==> src/rtl/tdc_meas_ctrl_if.sv <==
// Result bus of the TDC measurement sequencer: one statistics record per
// request, handed over with a valid/ready handshake.
interface tdc_meas_ctrl_if #(
  parameter int HW_W         = 7,
  parameter int MAX_AVG_LOG2 = 7
);
  logic                         res_valid;
  logic                         res_ready;
  logic [HW_W+MAX_AVG_LOG2-1:0] res_sum;
  logic [HW_W-1:0]              res_mean;
  logic [HW_W-1:0]              res_min;
  logic [HW_W-1:0]              res_max;
  logic                         res_err;

  modport master (
    output res_valid, res_sum, res_mean, res_min, res_max, res_err,
    input  res_ready
  );

  modport slave (
    input  res_valid, res_sum, res_mean, res_min, res_max, res_err,
    output res_ready
  );
endinterface

==> src/rtl/tdc_meas_ctrl.sv <==
// Measurement sequencer for the delay-line TDC: drives launch/capture/strobe,
// averages 2^k Hamming-weight samples and returns sum/mean/min/max/err.
module tdc_meas_ctrl #(
  parameter int N            = 64,
  parameter int HW_W         = $clog2(N) + 1,
  parameter int MAX_AVG_LOG2 = 7,
  parameter int TIMEOUT      = 255
) (
  input  logic            clk,
  input  logic            rst,
  input  logic            en,
  input  logic            start,
  input  logic [2:0]      cfg_avg_log2,
  input  logic [3:0]      cfg_gap,
  input  logic [3:0]      cfg_settle,
  input  logic [3:0]      cfg_pg,
  output logic            clk_launch,
  output logic            clk_capture,
  output logic            val_in,
  output logic            pg_src,
  output logic            pg_bypass,
  output logic            pg_in,
  output logic            pg_tog,
  input  logic [HW_W-1:0] hw,
  input  logic            val_out,
  output logic            busy,
  tdc_meas_ctrl_if.master res_if
);

  localparam int SUM_W = HW_W + MAX_AVG_LOG2;
  localparam int CNT_W = MAX_AVG_LOG2 + 1;
  localparam int TO_W  = $clog2(TIMEOUT + 1);
  localparam int TM_W  = (TO_W > 4) ? TO_W : 4;

  localparam logic [2:0] AVG_MAX = 3'(MAX_AVG_LOG2);

  localparam logic [2:0] S_IDLE    = 3'd0;
  localparam logic [2:0] S_ARM     = 3'd1;
  localparam logic [2:0] S_LAUNCH  = 3'd2;
  localparam logic [2:0] S_CAPTURE = 3'd3;
  localparam logic [2:0] S_WAIT    = 3'd4;
  localparam logic [2:0] S_RELAX   = 3'd5;
  localparam logic [2:0] S_DONE    = 3'd6;

  typedef struct packed {
    logic [2:0] avg_log2;
    logic [3:0] gap;
    logic [3:0] settle;
    logic [3:0] pg;
  } cfg_t;

  logic [2:0]       state_q, state_d;
  cfg_t             cfg_q, cfg_d;
  logic [TM_W-1:0]  tmr_q, tmr_d;
  logic [CNT_W-1:0] cnt_q, cnt_d;
  logic [SUM_W-1:0] sum_q, sum_d;
  logic [HW_W-1:0]  min_q, min_d;
  logic [HW_W-1:0]  max_q, max_d;
  logic             err_q, err_d;
  logic [1:0]       val_sync_q, val_sync_d;
  logic             launch_q, launch_d;
  logic             capture_q, capture_d;
  logic             val_in_q, val_in_d;
  logic [3:0]       pg_q, pg_d;
  logic             busy_q, busy_d;
  logic             valid_q, valid_d;

  logic             val_s;
  logic [CNT_W-1:0] target;

  assign val_s  = val_sync_q[1];
  assign target = CNT_W'(1) << cfg_q.avg_log2;

  always_comb begin
    state_d    = state_q;
    cfg_d      = cfg_q;
    cnt_d      = cnt_q;
    sum_d      = sum_q;
    min_d      = min_q;
    max_d      = max_q;
    err_d      = err_q;
    val_sync_d = {val_sync_q[0], val_out};

    unique case (state_q)
      S_IDLE: begin
        if (start && en) begin
          cfg_d.avg_log2 = (int'(cfg_avg_log2) > MAX_AVG_LOG2) ? AVG_MAX : cfg_avg_log2;
          cfg_d.gap      = (cfg_gap == 4'd0) ? 4'd1 : cfg_gap;
          cfg_d.settle   = (cfg_settle == 4'd0) ? 4'd1 : cfg_settle;
          cfg_d.pg       = cfg_pg;
          cnt_d          = '0;
          sum_d          = '0;
          err_d          = 1'b0;
          min_d          = '1;
          max_d          = '0;
          state_d        = S_ARM;
        end
      end
      S_ARM:     state_d = S_LAUNCH;
      S_LAUNCH:  if (tmr_q >= TM_W'(cfg_q.gap - 4'd1)) state_d = S_CAPTURE;
      S_CAPTURE: state_d = S_WAIT;
      S_WAIT: begin
        // A result wins over a timeout landing in the same cycle.
        if (val_s) begin
          sum_d   = sum_q + SUM_W'(hw);
          min_d   = (hw < min_q) ? hw : min_q;
          max_d   = (hw > max_q) ? hw : max_q;
          cnt_d   = cnt_q + 1'b1;
          state_d = S_RELAX;
        end else if (tmr_q == TM_W'(TIMEOUT)) begin
          err_d   = 1'b1;
          state_d = S_DONE;
        end
      end
      S_RELAX: begin
        // Last sample: linger until the TDC drops its strobe.
        if (tmr_q >= TM_W'(cfg_q.settle - 4'd1)) begin
          if (cnt_q < target) state_d = S_ARM;
          else if (!val_s)    state_d = S_DONE;
        end
      end
      S_DONE:    if (res_if.res_ready) state_d = S_IDLE;
      default:   state_d = S_IDLE;
    endcase

    if (!en) state_d = S_IDLE;

    // One shared dwell timer, restarted on every state change.
    if (state_d != state_q) tmr_d = '0;
    else                    tmr_d = (&tmr_q) ? tmr_q : tmr_q + 1'b1;

    val_in_d  = (state_d == S_ARM) || (state_d == S_LAUNCH) ||
                (state_d == S_CAPTURE) || (state_d == S_WAIT);
    launch_d  = (state_d == S_LAUNCH) || (state_d == S_CAPTURE) || (state_d == S_WAIT);
    capture_d = (state_d == S_CAPTURE) || (state_d == S_WAIT);
    busy_d    = (state_d != S_IDLE);
    valid_d   = (state_d == S_DONE);
    pg_d      = busy_d ? cfg_d.pg : 4'd0;
  end

  always_ff @(posedge clk) begin
    if (rst) begin
      state_q    <= S_IDLE;
      cfg_q      <= '0;
      tmr_q      <= '0;
      cnt_q      <= '0;
      sum_q      <= '0;
      min_q      <= '0;
      max_q      <= '0;
      err_q      <= 1'b0;
      val_sync_q <= '0;
      launch_q   <= 1'b0;
      capture_q  <= 1'b0;
      val_in_q   <= 1'b0;
      pg_q       <= '0;
      busy_q     <= 1'b0;
      valid_q    <= 1'b0;
    end else begin
      state_q    <= state_d;
      cfg_q      <= cfg_d;
      tmr_q      <= tmr_d;
      cnt_q      <= cnt_d;
      sum_q      <= sum_d;
      min_q      <= min_d;
      max_q      <= max_d;
      err_q      <= err_d;
      val_sync_q <= val_sync_d;
      launch_q   <= launch_d;
      capture_q  <= capture_d;
      val_in_q   <= val_in_d;
      pg_q       <= pg_d;
      busy_q     <= busy_d;
      valid_q    <= valid_d;
    end
  end

  assign clk_launch  = launch_q;
  assign clk_capture = capture_q;
  assign val_in      = val_in_q;
  assign pg_src      = pg_q[0];
  assign pg_bypass   = pg_q[1];
  assign pg_in       = pg_q[2];
  assign pg_tog      = pg_q[3];
  assign busy        = busy_q;

  assign res_if.res_valid = valid_q;
  assign res_if.res_sum   = sum_q;
  assign res_if.res_mean  = HW_W'(sum_q >> cfg_q.avg_log2);
  assign res_if.res_min   = min_q;
  assign res_if.res_max   = max_q;
  assign res_if.res_err   = err_q;

endmodule

==> src/flat_wrapper.sv <==
// flat-port wrapper written by rule: the top's interface ports become plain ports
module tdc_meas_ctrl_flat 
#(
  parameter int N            = 64,
  parameter int HW_W         = $clog2(N) + 1,
  parameter int MAX_AVG_LOG2 = 7,
  parameter int TIMEOUT      = 255
)
  (clk, rst, en, start, cfg_avg_log2, cfg_gap, cfg_settle, cfg_pg, clk_launch, clk_capture, val_in, pg_src, pg_bypass, pg_in, pg_tog, hw, val_out, busy, res_if_res_valid, res_if_res_sum, res_if_res_mean, res_if_res_min, res_if_res_max, res_if_res_err, res_if_res_ready);
  tdc_meas_ctrl_if #(.HW_W(HW_W), .MAX_AVG_LOG2(MAX_AVG_LOG2)) res_if_i ();
  input  logic clk;
  input  logic rst;
  input  logic en;
  input  logic start;
  input  logic [2:0] cfg_avg_log2;
  input  logic [3:0] cfg_gap;
  input  logic [3:0] cfg_settle;
  input  logic [3:0] cfg_pg;
  output logic clk_launch;
  output logic clk_capture;
  output logic val_in;
  output logic pg_src;
  output logic pg_bypass;
  output logic pg_in;
  output logic pg_tog;
  input  logic [HW_W-1:0] hw;
  input  logic val_out;
  output logic busy;
  output wire logic [$bits(res_if_i.res_valid)-1:0] res_if_res_valid;
  output wire logic [$bits(res_if_i.res_sum)-1:0] res_if_res_sum;
  output wire logic [$bits(res_if_i.res_mean)-1:0] res_if_res_mean;
  output wire logic [$bits(res_if_i.res_min)-1:0] res_if_res_min;
  output wire logic [$bits(res_if_i.res_max)-1:0] res_if_res_max;
  output wire logic [$bits(res_if_i.res_err)-1:0] res_if_res_err;
  input wire logic [$bits(res_if_i.res_ready)-1:0] res_if_res_ready;
  assign res_if_res_valid = res_if_i.res_valid;
  assign res_if_res_sum = res_if_i.res_sum;
  assign res_if_res_mean = res_if_i.res_mean;
  assign res_if_res_min = res_if_i.res_min;
  assign res_if_res_max = res_if_i.res_max;
  assign res_if_res_err = res_if_i.res_err;
  assign res_if_i.res_ready = res_if_res_ready;
  tdc_meas_ctrl #(.N(N), .HW_W(HW_W), .MAX_AVG_LOG2(MAX_AVG_LOG2), .TIMEOUT(TIMEOUT)) u_core (.clk(clk), .rst(rst), .en(en), .start(start), .cfg_avg_log2(cfg_avg_log2), .cfg_gap(cfg_gap), .cfg_settle(cfg_settle), .cfg_pg(cfg_pg), .clk_launch(clk_launch), .clk_capture(clk_capture), .val_in(val_in), .pg_src(pg_src), .pg_bypass(pg_bypass), .pg_in(pg_in), .pg_tog(pg_tog), .hw(hw), .val_out(val_out), .busy(busy), .res_if(res_if_i));
endmodule
==> config.mk <==
export PLATFORM = sky130hd
export DESIGN_NAME = tdc_meas_ctrl_flat
export DESIGN_NICKNAME = d
export VERILOG_FILES = /design/src/rtl/tdc_meas_ctrl_if.sv /design/src/rtl/tdc_meas_ctrl.sv /design/src/flat_wrapper.sv
export SDC_FILE = /design/constraint.sdc
export NUM_CORES = 1
export LEC_CHECK = 0
export CORE_ASPECT_RATIO = 0.75
export CORE_MARGIN = 1.5
export CORE_UTILIZATION = 50
export DETAILED_ROUTE_END_ITERATION = 8
export PLACE_DENSITY = 0.85
export SKIP_CTS_REPAIR_TIMING = 1
export SLEW_MARGIN = 25
export SYNTH_ARGS = -nofsm -noshare
export SYNTH_HDL_FRONTEND = slang
export SYNTH_SLANG_ARGS = --single-unit
==> constraint.sdc <==
create_clock -name clk -period 3.4 [get_ports clk]
set_clock_uncertainty 0.1 [all_clocks]
set_input_delay 0.68 -clock clk [delete_from_list [all_inputs] [get_ports clk]]
set_output_delay 0.68 -clock clk [all_outputs]
set_load 0.01 [all_outputs]
## Word-level counts from Yosys, hierarchy flattened

Index checks and enable logic that the tools add are counted.
W data, S select, Z words.

| storage, ports and cells | value |
|---|---|
| logic and storage cells | 102 |
| output and inout bits | 45 |
| bits of input ports | 28 |
| bits in registers | 74 |

| cells by class | value |
|---|---|
| reductions and logical operators | 20 |
| magnitude comparators | 5 |
| equality and inequality tests | 19 |
| muxes and demuxes | 32 |
| shift operators | 2 |
| add/subtract/negate cells | 5 |
| bitwise gates (word level) | 1 |

Operators with widths:

| cell | number |
|---|---|
| $mux W7 | 6 |
| $mux W14 | 2 |
| $pmux W14 S2 | 1 |
| $pmux W7 S2 | 2 |
| $mux W3 | 9 |
| $pmux W3 S7 | 1 |
| $add A8 B1 Y8 const B | 2 |
| $ge A8 B8 Y1 | 2 |
| $mux W4 | 4 |
| $mux W8 | 2 |
| $pmux W8 S2 | 1 |
| $eq A3 B3 Y1 const B | 5 |
| $add A14 B7 Y14 | 1 |
| $shr A14 B3 Y7 | 1 |
| $eq A3 B2 Y1 const B | 4 |
| $reduce_and A4 Y1 | 3 |
| $ne A2 B1 Y1 const B | 5 |
| $sub A4 B1 Y5 const B | 2 |
| $eq A8 B8 Y1 const B | 1 |
| $logic_not A4 Y1 | 2 |
| $lt A8 B8 Y1 | 1 |
| $reduce_and A8 Y1 | 1 |
| $shl A1 B3 Y8 const A | 1 |
| $gt A7 B7 Y1 | 1 |
| 15 further kinds | 24 |

## Depth between registers and ports, before layout

Gate-level depths: netlist (run 1).

| depth | value |
|---|---|
| depth in word-level cells | 10 |
| gate-level depth with buffers | 11 |
| mapped depth without buffers | 10 |

## Worst setup path before layout (run 1)

Ideal clock, no wire load.

| timing | value |
|---|---|
| path kind | register -> register |
| from | register u_core.cfg_q[13] in the netlist's numbering |
| to | register u_core.launch_q (netlist: u_core.clk_launch) |
| library setup time | 0.092 ns |
| cell stages (with the launch flop) | 11 |
| data required time | 3.208 ns |
| setup slack | 0.630 ns |
| arrival | 2.578 ns |
| cell sequence | dfxtp_1 -> buf_1 -> clkbuf_1 -> nand3_1 -> ha_1 -> nand4_1 -> or3_1 -> o22ai_1 -> nand3_1 -> o41a_1 -> o32ai_1 |

| on the way | value |
|---|---|
| longest elaborated chain between the ends | 9 |
| elaborated cells between the ends (all ways) | 11 |
| classes of those cells | order compare (1); eq/ne (3); shift (1); mux (4); reduce/logical (2) |

Ends and longest elaborated chain:

| element | line | text |
|---|---|---|
| from (decl) | tdc_meas_ctrl.sv:53 | `cfg_t cfg_q, cfg_d;` |
| from (signal assigned) | tdc_meas_ctrl.sv:160 | `cfg_q <= cfg_d;` |
| $shl A1 B3 Y8 (*) | tdc_meas_ctrl.sv:72 | `assign target = CNT_W'(1) << cfg_q.avg_log2;` |
| $lt A8 B8 Y1 (*) | tdc_meas_ctrl.sv:118 | `if (cnt_q < target) state_d = S_ARM;` |
| $mux W3 (*) | tdc_meas_ctrl.sv:118 |  |
| $mux W3 (*) | tdc_meas_ctrl.sv:117 | `if (tmr_q >= TM_W'(cfg_q.settle - 4'd1)) begin` |
| $pmux W3 S7 (*) | tdc_meas_ctrl.sv:84 | `unique case (state_q)` |
| $mux W3 (*) | tdc_meas_ctrl.sv:126 | `if (!en) state_d = S_IDLE;` |
| $eq A3 B2 Y1 | tdc_meas_ctrl.sv:134 | `launch_d = (state_d == S_LAUNCH) \|\| (state_d == S_CAPTURE) \|\| (state_d == S_WAIT);` |
| $logic_or A1 B1 Y1 | tdc_meas_ctrl.sv:134 |  |
| $logic_or A1 B1 Y1 (*) | tdc_meas_ctrl.sv:134 |  |
| to (signal assigned) | tdc_meas_ctrl.sv:168 | `launch_q <= launch_d;` |
| to (decl) | tdc_meas_ctrl.sv:61 | `logic launch_q, launch_d;` |

Every way passes the cells marked *; elsewhere a longest branch is shown, timed or not.
A chain may end at the register's enable or synchronous reset.

## Worst setup path after layout (run 1)

| timing | value |
|---|---|
| from | register u_core.cfg_q[13] in the netlist's numbering |
| to | output port res_if_res_mean[0] |

| on the way | value |
|---|---|
| longest elaborated chain between the ends | 1 |

Ends and longest elaborated chain:

| element | line | text |
|---|---|---|
| $shr A14 B3 Y7 | tdc_meas_ctrl.sv:188 | `assign res_if.res_mean = HW_W'(sum_q >> cfg_q.avg_log2);` |
| to (decl) | flat_wrapper.sv:31 | `output wire logic [$bits(res_if_i.res_mean)-1:0] res_if_res_mean;` |

Every way passes these cells.

==> qor.yml, run 1 <==
synth_top_area_share_pct: 32.3
finalSetupViolations: 0
gp_congestion: 0.921
critPathArrivalTime_ps: 2310
yosys_warnings: 0
r2r-start: "u_core.cfg_q[8]$_SDFFE_PP0P_"
cts.path.max_buffers: 2
first_iter_violations: 316
finalCritPeriodShare_pct: 90.8
worst_path_max_delay_cell: "dfxtp_2"
drive_above_1_share_pct: 8.31
required_ps: 2620
clkLatencyLatePin_ps: 330
power.density_nw_per_um2: 374
hold_path_class: "reg -> reg"
totalWireLength_mm: 11.4
drc_errors: 0
root_buffer: "clkbuf_16"
tightest_slew_ps: 638
fillers: 727
grt_pass1_wl_mm: 19.0
vias_per_cell: 5.90
syn-num-nets: 605
max_slew_margin_pct: 57.4
die_x_microns: 114
crit_fanout: 22
fin_total_pwr_uw: 2130
initial_utilization_pct: 51.1
vias: 4213
synth_flop_cell: "dfxtp_1"
outcome: "completed"
ioPinCount: 73
synth.area.top_cells: "dfxtp_1 (32%), ha_1 (13%), nor2_1 (4.8%), mux2i_1 (3.7%), a21oi_1 (3.4%)"
post_drt_wl_per_cell_microns: 16.0
cts_inserted_buffers: 9
tns_ps: 0
cts_max_level: 3
clk_pin_slew_ps: 60
start_kind: "register"
synth_cell_types: 67
crit_chain: "mux2_2 -> mux4_2 -> clkdlybuf4s50_1"
cts_tree: "built"
n_antenna_cell: 0
critPathCaptureType: "output pin"
placementRows: 30
rsz0062_at_grt: "false"
grt_pass1_vias: 3969
final.min_clock_period_ps: 3090
hp-start: "u_core.val_sync_q[0]$_SDFF_PP0_"
synth-seq-area-share_pct: 32.3
async_flop_share_pct: 0
syn_area_per_cell_sq_um: 8.66
die_height_microns: 85.9
port_buffers: 72
power.leakage_uw: 0.00226
ir_worst_vdd_mv: 0.218
crit_start: "u_core.cfg_q[13]$_SDFFE_PP0P_"
synth_top_area_cell: "dfxtp_1"
dp_hpwl_mm: 8.50
multi_input_area_sq_um: 2900
ff_latch_area_sq_um: 1480
syn_area_sq_um: 4580
firstDrtPassIters: 5
antenna_found_initial: 0
hold_violations: 0
cap_violations: 0
cts_sinks: 74
syn_inst: 529
grt-ovfl-total: 0
synthTopCellsByCount: "dfxtp_1 (74), nor2_1 (59), ha_1 (47)"
ys_ff_latch: 74
core_area_sq_um: 8970
cpPeakStageDelay_ps: 590
path_class: "reg -> out"
finalNetCount: 674
ant_nets: 0
clock.fmax_ghz: 0.324
track_usage_pct: 24.3
slew_violations: 0
synth_edf_count: 0
syn_to_final_growth_pct: 24.4
yosysMostFrequentCell: "dfxtp_1"
grt_max_degree: 44
dieArea_sq_um: 9750
-- critical path, delay by kind of cell, from the launching register on --
family / cells / cell delay [ps]
buffers and inverters: 1 / 490
multiplexers: 2 / 880
flip-flops: 1 / 590
-- report_power, final --
group	total, uW	internal, uW	leakage (uW)	switching [uW]
logic	271	129	0.00151	141
registers	911	888	0.000601	22.7
clock network	951	586	0.000146	366
-- kinds of logic (layout without fill, tap and decap cells) --
family | Yosys count | after routing | share of synthesized area, %
buffers and inverters | 51 | 124 | 4.40
muxes | 28 | 28 | 7.16
adders and majority gates | 48 | 48 | 13.3
DFF | 74 | 74 | 32.3
AOI/OAI and AO/OA | 112 | 112 | 16.8
xor gates and xnor gates | 24 | 24 | 4.59
and+or+nand+nor | 192 | 192 | 21.4
-- state kept, by name (all words and copies together), names as in the netlist, 2 cells and up --
register	flops
u_core.cfg_q	15
u_core.res_if.res_sum	14
u_core.cnt_q	8
u_core.tmr_q	8
u_core.res_if.res_max	7
u_core.res_if.res_min	7
u_core.pg_q	4
u_core.state_q	3
u_core.val_sync_q	2
-- per-stage QoR --
step / hold WS (ps) / utilization [%] / setup WS, ps / cells / cell area, sq um
floorplan: 314 / - / 630 / 529 / 4580
detailed placement: 332 / 60.2 / 292 / 699 / 5400
global placement: 320 / 60.2 / 361 / 699 / 5400
global route: 367 / 63.5 / 136 / 714 / 5700
CTS: 345 / 63.5 / 45.5 / 714 / 5700
finish: 342 / 63.5 / 313 / 714 / 5700
-- layout by cell type (no fill, tap or decap), types with 4 or more instances in the layout --
cell | synthesis | final
a211oi_1 | 11 | 11
a21o_1 | 8 | 8
a21oi_1 | 31 | 31
a22oi_1 | 7 | 7
a311oi_1 | 6 | 6
buf_4 | 2 | 8
clkbuf_16 | 0 | 9
clkdlybuf4s50_1 | 0 | 71
dfxtp_1 | 74 | 73
ha_1 | 47 | 47
inv_1 | 28 | 28
mux2_2 | 7 | 7
mux2i_1 | 17 | 17
nand2_1 | 41 | 41
nand2b_1 | 6 | 6
nand3_1 | 17 | 17
nand3b_1 | 6 | 6
nand4_1 | 9 | 9
nor2_1 | 59 | 59
nor2b_1 | 5 | 5
nor3_1 | 19 | 19
nor3b_1 | 4 | 4
o211ai_1 | 6 | 6
o21a_1 | 4 | 4
o21ai_0 | 13 | 13
or3_1 | 5 | 5
xnor2_1 | 12 | 12
xor2_1 | 12 | 12
-- routing by layer --
layer,up-vias,track usage [%],routed length [microns]
met3,17,5.87,822
met4,0,8.30,160
met5,-,0,0
li1,2047,-,-
met1,1967,33.2,5250
met2,182,37.7,5210
-- worst paths after layout --
path                            slack, ps                         endpoint  depth (start not counted)
worst max-delay path                  310               res_if_res_mean[0]                          3
worst min-delay path                  340  u_core.val_sync_q[1]$_SDFF_PP0_                          1
worst max register to register        340     u_core.tmr_q[2]$_SDFFE_PP0N_                         10
worst min register to register        340  u_core.val_sync_q[1]$_SDFF_PP0_                          1
-- layout make-up --
| class | count | area share, % |
|---|---|---|
| inverters | 29 | 1.91 |
| repair buffers | 80 | 13.6 |
| well taps | 112 | 2.46 |
| clock buffers | 11 | 4.26 |
| flip-flops and latches | 74 | 26.0 |
| clock inverters | 4 | 0.922 |
| multi-input cells | 404 | 50.8 |
Power figures use the tool's default switching activity.
==> inputs of run 2 (changes only) <==
Settings changed: CAP_MARGIN set to 15.
==> results of run 2 <==
No change in the layout: final DEF, timing and power equal those of run 1.
